File: src/rtl/pokey_pkg.sv
// Shared POKEY definitions: serial-output FSM encoding and IRQ bit positions
// used by both the SEROUT transmitter and the IRQST/IRQEN block.
package pokey_pkg;

  typedef enum logic [2:0] {
    ST_IDLE  = 3'd0,
    ST_WAIT  = 3'd1,
    ST_START = 3'd2,
    ST_DATA  = 3'd3,
    ST_STOP  = 3'd4
  } serout_state_e;

  // IRQST/IRQEN bit positions
  localparam int IRQ_SEROUT_DONE   = 3;
  localparam int IRQ_SEROUT_NEEDED = 4;

endpackage

File: src/rtl/pokey_serout.sv
// POKEY serial transmitter: SEROUT holding register feeding a shift register
// that sends start / LSB-first data / stop frames at the channel-timer bit rate.
module pokey_serout
  import pokey_pkg::*;
#(
  parameter int DATA_BITS = 8
) (
  input  logic                 clk,
  input  logic                 R,
  input  logic                 enp,
  input  logic                 wr_serout,
  input  logic [DATA_BITS-1:0] din,
  input  logic                 bit_tick,
  input  logic                 force_break,
  output logic                 sout,
  output logic                 serout_needed,
  output logic                 serout_done,
  output logic                 busy
);

  localparam int CNT_W = $clog2(DATA_BITS);
  localparam logic [CNT_W-1:0] LAST_BIT = CNT_W'(DATA_BITS - 1);

  serout_state_e          state_q, state_d;
  logic [DATA_BITS-1:0]   hold_q, hold_d;
  logic [DATA_BITS-1:0]   shift_q, shift_d;
  logic [CNT_W-1:0]       bitcnt_q, bitcnt_d;
  logic                   hold_full_q, hold_full_d;
  logic                   line_q, line_d;
  logic                   needed_q, needed_d;
  logic                   done_q, done_d;
  logic                   adv;
  logic                   load;

  assign adv = enp & bit_tick;

  always_comb begin
    state_d     = state_q;
    hold_d      = hold_q;
    shift_d     = shift_q;
    bitcnt_d    = bitcnt_q;
    line_d      = line_q;
    needed_d    = 1'b0;
    done_d      = 1'b0;
    load        = 1'b0;

    unique case (state_q)
      ST_IDLE: begin
        line_d = 1'b1;
        if (enp && hold_full_q) begin
          load    = 1'b1;
          state_d = ST_WAIT;
        end
      end
      ST_WAIT: begin
        line_d = 1'b1;
        if (adv) begin
          line_d  = 1'b0;
          state_d = ST_START;
        end
      end
      ST_START: begin
        if (adv) begin
          line_d   = shift_q[0];
          bitcnt_d = '0;
          state_d  = ST_DATA;
        end
      end
      ST_DATA: begin
        if (adv) begin
          if (bitcnt_q < LAST_BIT) begin
            shift_d  = shift_q >> 1;
            bitcnt_d = bitcnt_q + CNT_W'(1);
            line_d   = shift_q[1];
          end else begin
            line_d   = 1'b1;
            state_d  = ST_STOP;
          end
        end
      end
      ST_STOP: begin
        if (adv) begin
          if (hold_full_q) begin
            // back-to-back: next start bit follows the stop bit directly
            load    = 1'b1;
            line_d  = 1'b0;
            state_d = ST_START;
          end else begin
            done_d  = 1'b1;
            state_d = ST_IDLE;
          end
        end
      end
      default: begin
        line_d  = 1'b1;
        state_d = ST_IDLE;
      end
    endcase

    if (load) begin
      shift_d  = hold_q;
      needed_d = 1'b1;
    end

    // a write coinciding with a transfer refills the holding register
    if (wr_serout) begin
      hold_d      = din;
      hold_full_d = 1'b1;
    end else if (load) begin
      hold_full_d = 1'b0;
    end else begin
      hold_full_d = hold_full_q;
    end
  end

  always_ff @(posedge clk) begin
    if (R) begin
      state_q     <= ST_IDLE;
      hold_q      <= '0;
      hold_full_q <= 1'b0;
      shift_q     <= '0;
      bitcnt_q    <= '0;
      line_q      <= 1'b1;
      needed_q    <= 1'b0;
      done_q      <= 1'b0;
    end else begin
      state_q     <= state_d;
      hold_q      <= hold_d;
      hold_full_q <= hold_full_d;
      shift_q     <= shift_d;
      bitcnt_q    <= bitcnt_d;
      line_q      <= line_d;
      needed_q    <= needed_d;
      done_q      <= done_d;
    end
  end

  assign sout          = line_q & ~force_break;
  assign serout_needed = needed_q;
  assign serout_done   = done_q;
  assign busy          = (state_q != ST_IDLE);

endmodule
File: config.mk
export PLATFORM = sky130hd
export DESIGN_NAME = pokey_serout
export DESIGN_NICKNAME = d
export VERILOG_FILES = /design/src/rtl/pokey_pkg.sv /design/src/rtl/pokey_serout.sv
export SDC_FILE = /design/constraint.sdc
export NUM_CORES = 1
export LEC_CHECK = 0
export CELL_PAD_IN_SITES_DETAIL_PLACEMENT = 1
export CELL_PAD_IN_SITES_GLOBAL_PLACEMENT = 2
export CORE_MARGIN = 5
export CORE_UTILIZATION = 28
export DETAILED_ROUTE_END_ITERATION = 7
export GPL_TIMING_DRIVEN = 0
export PLACE_DENSITY_LB_ADDON = 0.1
export SYNTH_ARGS = -nofsm -noshare
export SYNTH_HDL_FRONTEND = slang
export SYNTH_SLANG_ARGS = --single-unit
File: constraint.sdc
create_clock -name clk -period 1.6 [get_ports clk]
set_clock_uncertainty 0.15 [all_clocks]
set_input_delay 0.16 -clock clk [delete_from_list [all_inputs] [get_ports clk]]
set_output_delay 0.16 -clock clk [all_outputs]
set_load 0.05 [all_outputs]
==> metrics.md, run 1 <==
| Metric | Value |
|---|---|
| Clk_lat worst skew | `0.27 ns` |
| Initial antenna violation count | `0` |
| Total wire length | `approximately 3400 um` |
| Vias | `1,099` |
| Hold Buf Count CTS | `0` |
| Worst Slack Setup Final | `0.0362 ns` |
| Die width | `roughly 75 um` |
| Count leader, synth | `dfxtp_1` |
| Crit start category | `flip-flop` |
| Routed Antenna Nets | `0` |
| Leak Pwr | `0.627 nW` |
| Core area | `4060 um^2` |
| M3 GR Usage | `approximately 2.8%` |
| Die area | `roughly 5600 um^2` |
| Syn avg cell area | `8.60 um^2` |
| Synth Instances | `138` |
| Pre-CTS setup slack | `-0.209 ns` |
| TritonCTS clock tree | `done` |
| Post-route minimum period | `1.56 ns` |
| Top cell by count, worst path | `buf_6` |
| Slew Viols, Final | `0` |
| Clock root buffer master | `clkbuf_8` |
| Max-Cap Viols | `0` |
| Post-route DRC | `0` |
| Most used DFF post-synth | `dfxtp_1` |
| M2 GR Usage | `between 20 and 25%` |
| Non-Filler Instances | `216` |
| Syn. warnings | `0` |
| GPL Wtd Cong | `0.729` |
| Slew HR | `56.3%` |
| Final hold vios | `0` |
| Worst Path Buf+Inv | `4` |
| Number of synthesized register bits | `26` |
| CP Data Required Time | `1.64 ns` |
| Post-synth top cells | `dfxtp_1 (26), nor2_1 (21), nand2_1 (20)` |
| Seq/Total Area, Yosys | `43.8%` |
| Sink Count | `26` |
| Starting Density | `29.3%` |
| CP Class | `reg2reg` |
| Synth top area share | `between 40 and 50%` |
| Mapped Area | `1190 um^2` |
| WL per Instance | `15.5 um` |
| Slowest-stage cell, CP | `dfxtp_2` |
| Synth-to-Final Area Change | `34.2%` |
| Hold crit path type | `in2reg` |
| Synth area leader | `dfxtp_1` |
| Max Root-Sink Buffers | `2` |
| Design Power | `about 0.0016 W` |
| Worst-path cell chain | `buf_6 > inv_4 > o2111ai_4 > buf_6 > buf_6 > nor2_4 > a311oi_2` |
| Number of cells after detailed placement | `201` |
| VDD IR max | `0.389 mV` |
| Met1 Usage GRT | `13.7%` |
| IO buf count | `13` |
| DRT iter0 DRCs | `28` |
| Endpoint type of the worst setup path | `flip-flop` |
| Cell variety after synth | `36` |
| Post-DR vias/cell | `5.09` |
| # diodes | `0` |
| Final Setup Violations | `0` |
| Overall Global Routing Usage | `between 10% and 20%` |
| Area contributors post-synth | `dfxtp_1 (44%), mux2i_1 (6.7%), nor2_1 (6.6%)` |
| Detailed Routing Iterations Pass 1 | `4` |
| NumNets Final | `~180` |
| WP data arrival | `1.60 ns` |
| Cts bufs inserted | `3` |
| Max incr delay on CP | `around 0.33 ns` |
| GRT busiest layer | `met2` |
| I/O pins | `18` |
| DIE HEIGHT | `~75 um` |
| Least-Margin Pin Slew | `0.656 ns` |
| Syn nets | `153` |
| Final worst-path cycle share | `97.7%` |
| Crit-path leading delay family | `compound AO/OA/AOI/OAI gates` |
| Placement row count | `23` |
| Layout fillers | `481` |
| Pin count of the biggest net entering global routing | `16` |
| EDFF count, synth | `0` |
| Via count of the first global-routing pass | `1,130` |
| Global-route wire length before repair | `5150 um` |
| Status | `completed` |
| Clk slew on worst S/H paths | `0.09 ns` |
| Power per Cell Area | `982 nW/um^2` |
| RSZ-0062 raised after global routing | `yes` |
| CTS H-tree lvls | `1` |
| GRT overflow | `0` |
| Post-DP HPWL | `2250 um` |
| Post-layout util | `about 40%` |
| Asr flop ratio synth | `0%` |
| Finished Cell Area | `1590 um^2` |
| Crit Path Max Fanout | `7` |
| Peak Freq | `around 640 MHz` |
| Fraction of layout cells with a size suffix above 1 | `around a fifth` |
| Post-DP Area | `1380 um^2` |
cell type report:
type / instances / area [um^2] / area share [%]
Clock buffer: 3 / 41.3 / 2.59
Sequential cell: 26 / 523 / 32.8
Multi-Input combinational cell: 99 / 643 / 40.3
Inverter: 3 / 13.8 / 0.863
Buffer: 9 / 55.1 / 3.45
Clock inverter: 1 / 30.0 / 1.88
Tap cell: 50 / 62.6 / 3.92
Timing Repair Buffer: 25 / 225 / 14.1
worst reg2reg max path: stages (launching register included):
cell	delay, ns
dfxtp_2	0.33
buf_6	0.12
inv_4	0.04
o2111ai_4	0.32
buf_6	0.18
buf_6	0.10
nor2_4	0.03
a311oi_2	0.22
per-stage QoR:
step | hold slack [ns] | setup TNS, ns
finish | 0.0994 | 0
global route | 0.109 | -0.212
CTS | 0.0834 | -0.0931
detailed placement | 0.320 | -1.65
global placement | 0.307 | -1.37
floorplan | 0.157 | 0
final timing paths:
kind	slack (ns)	start	to	cells past startpoint
setup / recovery	0.04	state_q[2]$_SDFFE_PP0P_	shift_q[4]$_SDFFE_PP0P_	7
hold / removal	0.1	enp	serout_done$_SDFF_PP0_	3
setup reg to reg	0.04	state_q[2]$_SDFFE_PP0P_	shift_q[4]$_SDFFE_PP0P_	7
hold reg to reg	0.33	shift_q[7]$_SDFFE_PP0P_	shift_q[7]$_SDFFE_PP0P_	2
metal layers:
metal | wire, um | share of wire, %
met2 | 1750 | 52
met1 | 1520 | 45
met5 | 0 | 0
met3 | 59 | 1.8
met4 | 21 | 0.63
power by group:
group,leakage [nW],switching (W),internal [W]
registers,0.214,0.0000330,0.000689
clock network,0.0357,0.000214,0.000335
logic,0.378,0.000160,0.000135
total,0.627,0.000408,0.00116
cells in the final DEF (no fill, tap or decap), drive strengths merged, types with 3 or more instances in the layout:
master and n:
nor2 22, buf 18, clkbuf 7, inv 3, nand2 20, clkdlybuf4s50 9
and3 3, a311oi 7, nand3 4, mux2i 8, dfxtp 26, a21oi 10
repair_timing:
| item | 4_1_cts | 5_1_grt |
|---|---|---|
| gates resized for setup | 13 | 16 |
| pin swaps | 0 | 9 |
| buffers inserted | 0 | 12 |
| endpoints found under the hold margin | 0 | 0 |
| endpoints found under the setup margin | 14 | 10 |
| gates cloned | 0 | 1 |
logic make-up (layout without fill, tap and decap cells):
family	count (synthesis)	after routing	synth area share [%]
AOI/OAI and AO/OA	28	28	17.1
xor gates and xnor gates	1	1	0.738
adders and majority gates	1	1	1.05
buffers and inverters	13	41	5.80
DFF	26	26	43.8
muxes	9	9	7.69
and+or+nand+nor	60	60	23.8
registers in the layout, summed over array words and instances, names as in the netlist:
name           flops
serout_needed      1
bitcnt_q           3
shift_q            8
hold_full_q        1
serout_done        1
state_q            3
line_q             1
hold_q             8
(Power assumes the default switching activity.)
==> inputs of run 2 (changes only) <==
--- a/config.mk
+++ b/config.mk
@@ -7,8 +7,9 @@
 export LEC_CHECK = 0
 export CELL_PAD_IN_SITES_DETAIL_PLACEMENT = 1
 export CELL_PAD_IN_SITES_GLOBAL_PLACEMENT = 2
-export CORE_MARGIN = 5
+export CORE_MARGIN = 4
 export CORE_UTILIZATION = 28
+export CTS_CLUSTER_DIAMETER = 60
 export DETAILED_ROUTE_END_ITERATION = 7
 export GPL_TIMING_DRIVEN = 0
 export PLACE_DENSITY_LB_ADDON = 0.1
==> run 2 against run 1 <==
Compared with the run above:
- die area down 5.3%
- worst hold slack worse by 0.0019 ns
- first-iteration DRC count up 54%
- wire length down 5.6%
- register-to-register slack about the same
- flip-flop and latch count unchanged
- clock-buffer cell count unchanged
- critical path type unchanged
- highest routed layer unchanged
==> metrics.md, run 2 (synthesis gave the netlist of run 1 again) <==
| Metric | Value |
|---|---|
| Post-DP HPWL | `2190 um (-2.4%)` |
| Hold slack | `0.0975 ns (-0.00186 ns)` |
| Final worst-path cycle share | `97.8% (about the same)` |
| Leak Pwr | `0.644 nW (+2.6%)` |
| Max Root-Sink Buffers | `2 (unchanged)` |
| GPL Wtd Cong | `0.732 (+0.40%)` |
| TritonCTS clock tree | `done` |
| Clock root buffer master | `clkbuf_8` |
| Hold_sp | `enp` |
| Hold path depth | `3 (unchanged)` |
| Synth-to-Final Area Change | `35.2%` |
| DRT iter0 DRCs | `43 (+54%)` |
| Final hold vios | `0 (unchanged)` |
| Least-Margin Pin Slew | `0.644 ns (-0.0118 ns)` |
| Max-Cap Viols | `0 (unchanged)` |
| Net Sw Frac | `25.9% (-0.10 points)` |
| CTS H-tree lvls | `1 (unchanged)` |
| FF-to-FF End | `shift_q[6]$_SDFFE_PP0P_` |
| IO buf count | `13 (unchanged)` |
| Endpoint type of the worst setup path | `flip-flop` |
| Sum Neg Setup Slack | `0 ns (unchanged)` |
| Total wire length | `3160 um (-5.6%)` |
| Starting Density | `29.3% (unchanged)` |
| WL per Instance | `14.6 um (-6.0%)` |
| Commonest non-fill, non-tap cell in the layout | `dfxtp_1` |
| Pin count of the biggest net entering global routing | `16 (unchanged)` |
| Reg power frac | `45.6% (-0.5 points)` |
| Global-route wire length before repair | `4990 um (-3.1%)` |
| Regs by FF count | `hold_q x8, shift_q x8` |
| Vias | `1,094 (-0.45%)` |
| Crit start category | `flip-flop` |
| Post-DR vias/cell | `5.04 (-0.91%)` |
| Post-route DRC | `0 (unchanged)` |
| Sink Count | `26 (unchanged)` |
| Post-route minimum period | `1.56 ns (+0.000199 ns)` |
| Overall Global Routing Usage | `12.0% (+0.13 points)` |
| CP endpoint | `shift_q[6]$_SDFFE_PP0P_` |
| CP Data Required Time | `1.64 ns (about the same)` |
| Initial antenna violation count | `0 (unchanged)` |
| Via count of the first global-routing pass | `1,075 (-4.9%)` |
| GRT overflow | `0 (unchanged)` |
| Die width | `73.1 um (-2.7%)` |
| Slew HR | `57.0% (+0.78 points)` |
| WP data arrival | `1.60 ns (about the same)` |
| Hold crit path type | `in2reg` |
| FF-to-FF path depth | `5 (-2)` |
| Beginning of the worst register-to-register path | `state_q[2]$_SDFFE_PP0P_` |
| DIE HEIGHT | `73.1 um (-2.7%)` |
| Status | `completed` |
| Clk slew on worst S/H paths | `0.09 ns (about the same)` |
| Cts bufs inserted | `3 (unchanged)` |
| VDD IR max | `0.487 mV (+25%)` |
| I/O pins | `18 (unchanged)` |
| RSZ-0062 raised after global routing | `yes` |
| Final Setup Violations | `0 (unchanged)` |
| Detailed Routing Iterations Pass 1 | `4 (unchanged)` |
| Clock Power Share | `35.0% (about the same)` |
| Peak Freq | `639 MHz (about the same)` |
| Crit Path Max Fanout | `8 (+1)` |
| # diodes | `0 (unchanged)` |
| CP startpoint | `state_q[2]$_SDFFE_PP0P_` |
| Int Pwr | `0.00117 W (+1.1%)` |
| Die area | `5350 um^2 (-5.3%)` |
| Combinational share of power | `19.4% (+0.6 points)` |
| NumNets Final | `183 (+0.55%)` |
| Routed Antenna Nets | `0 (unchanged)` |
| Slew Viols, Final | `0 (unchanged)` |
| CP Class | `reg2reg` |
| Switching power | `0.000410 W (+0.53%)` |
| Most frequent cells in the layout | `dfxtp_1 (23), nor2_1 (21), nand2_1 (19), a21oi_1 (10), buf_4 (10)` |
| Placement row count | `23 (unchanged)` |
| Clk_lat worst skew | `0.27 ns (about the same)` |
| Power per Cell Area | `985 nW/um^2 (+0.22%)` |
| Core area | `4060 um^2 (unchanged)` |
| R2r setup slk | `0.04 ns (about the same)` |
| Fraction of layout cells with a size suffix above 1 | `22.8% (+1.7 points)` |
==> run 2: critical path: stages, from the launching register on <==
cell and delay (ns):
dfxtp_2 0.33, buf_6 0.12, and3b_4 0.31, and3_4 0.26, nand2_1 0.10, a311oi_2 0.20
==> run 2: cell type report <==
class                   count  area [um^2]
fillers                   483         2450
multi-input cells          99          643
flip-flops and latches     26          524
repair buffers             26          231
well taps                  50         62.6
plain buffers               9         58.8
clock buffers               3         41.3
clock inverters             1         30.0
inverters                   3         13.8
==> run 2: per-layer routing <==
metal | global-route usage, % | wire length (um) | part of all wire [%]
met1 | 14.0 | 1430 | 45
met2 | 21.5 | 1640 | 52
met3 | 1.93 | 66 | 2.1
met4 | 4.51 | 20 | 0.63
met5 | 0 | 0 | 0
==> run 2: worst min path at each step <==
stage               slack (ns)                      end
finish                     0.1   serout_done$_SDFF_PP0_
global route              0.10   serout_done$_SDFF_PP0_
CTS                       0.09   serout_done$_SDFF_PP0_
detailed placement        0.31      line_q$_SDFFE_PP1P_
global placement          0.31  shift_q[7]$_SDFFE_PP0P_
floorplan                 0.16   hold_q[7]$_SDFFE_PP0P_
==> run 2: through the flow <==
step	power (W)	area (um^2)	worst slack [ns]	utilization, %	instances
after detailed placement	0.000986	1380	-0.208	34.0	201
after floorplan	0.000900	1190	0.104	-	138
after CTS	0.00155	1480	-0.0612	36.4	207
final	0.00158	1610	0.0360	39.6	217
after global routing	0.00167	1610	-0.0537	39.6	217
after global placement	0.000979	1380	-0.182	34.0	201
==> run 2: repair_timing <==
item / 4_1_cts / 5_1_grt
hold buffers: 0 / 0
pin swaps: 1 / 9
gates resized for setup: 12 / 19
setup buffers: 2 / 10
endpoints found under the setup margin: 14 / 13
gates cloned: 0 / 1
==> run 2: power groups by stage <==
stage                     Sequential (W)  Combinational, W  Clock [W]
final                           0.000721          0.000307   0.000553
after global routing            0.000727          0.000335   0.000605
after CTS                       0.000719          0.000257   0.000576
after detailed placement        0.000733          0.000254          0
after global placement          0.000731          0.000247          0
after floorplan                 0.000728          0.000172          0
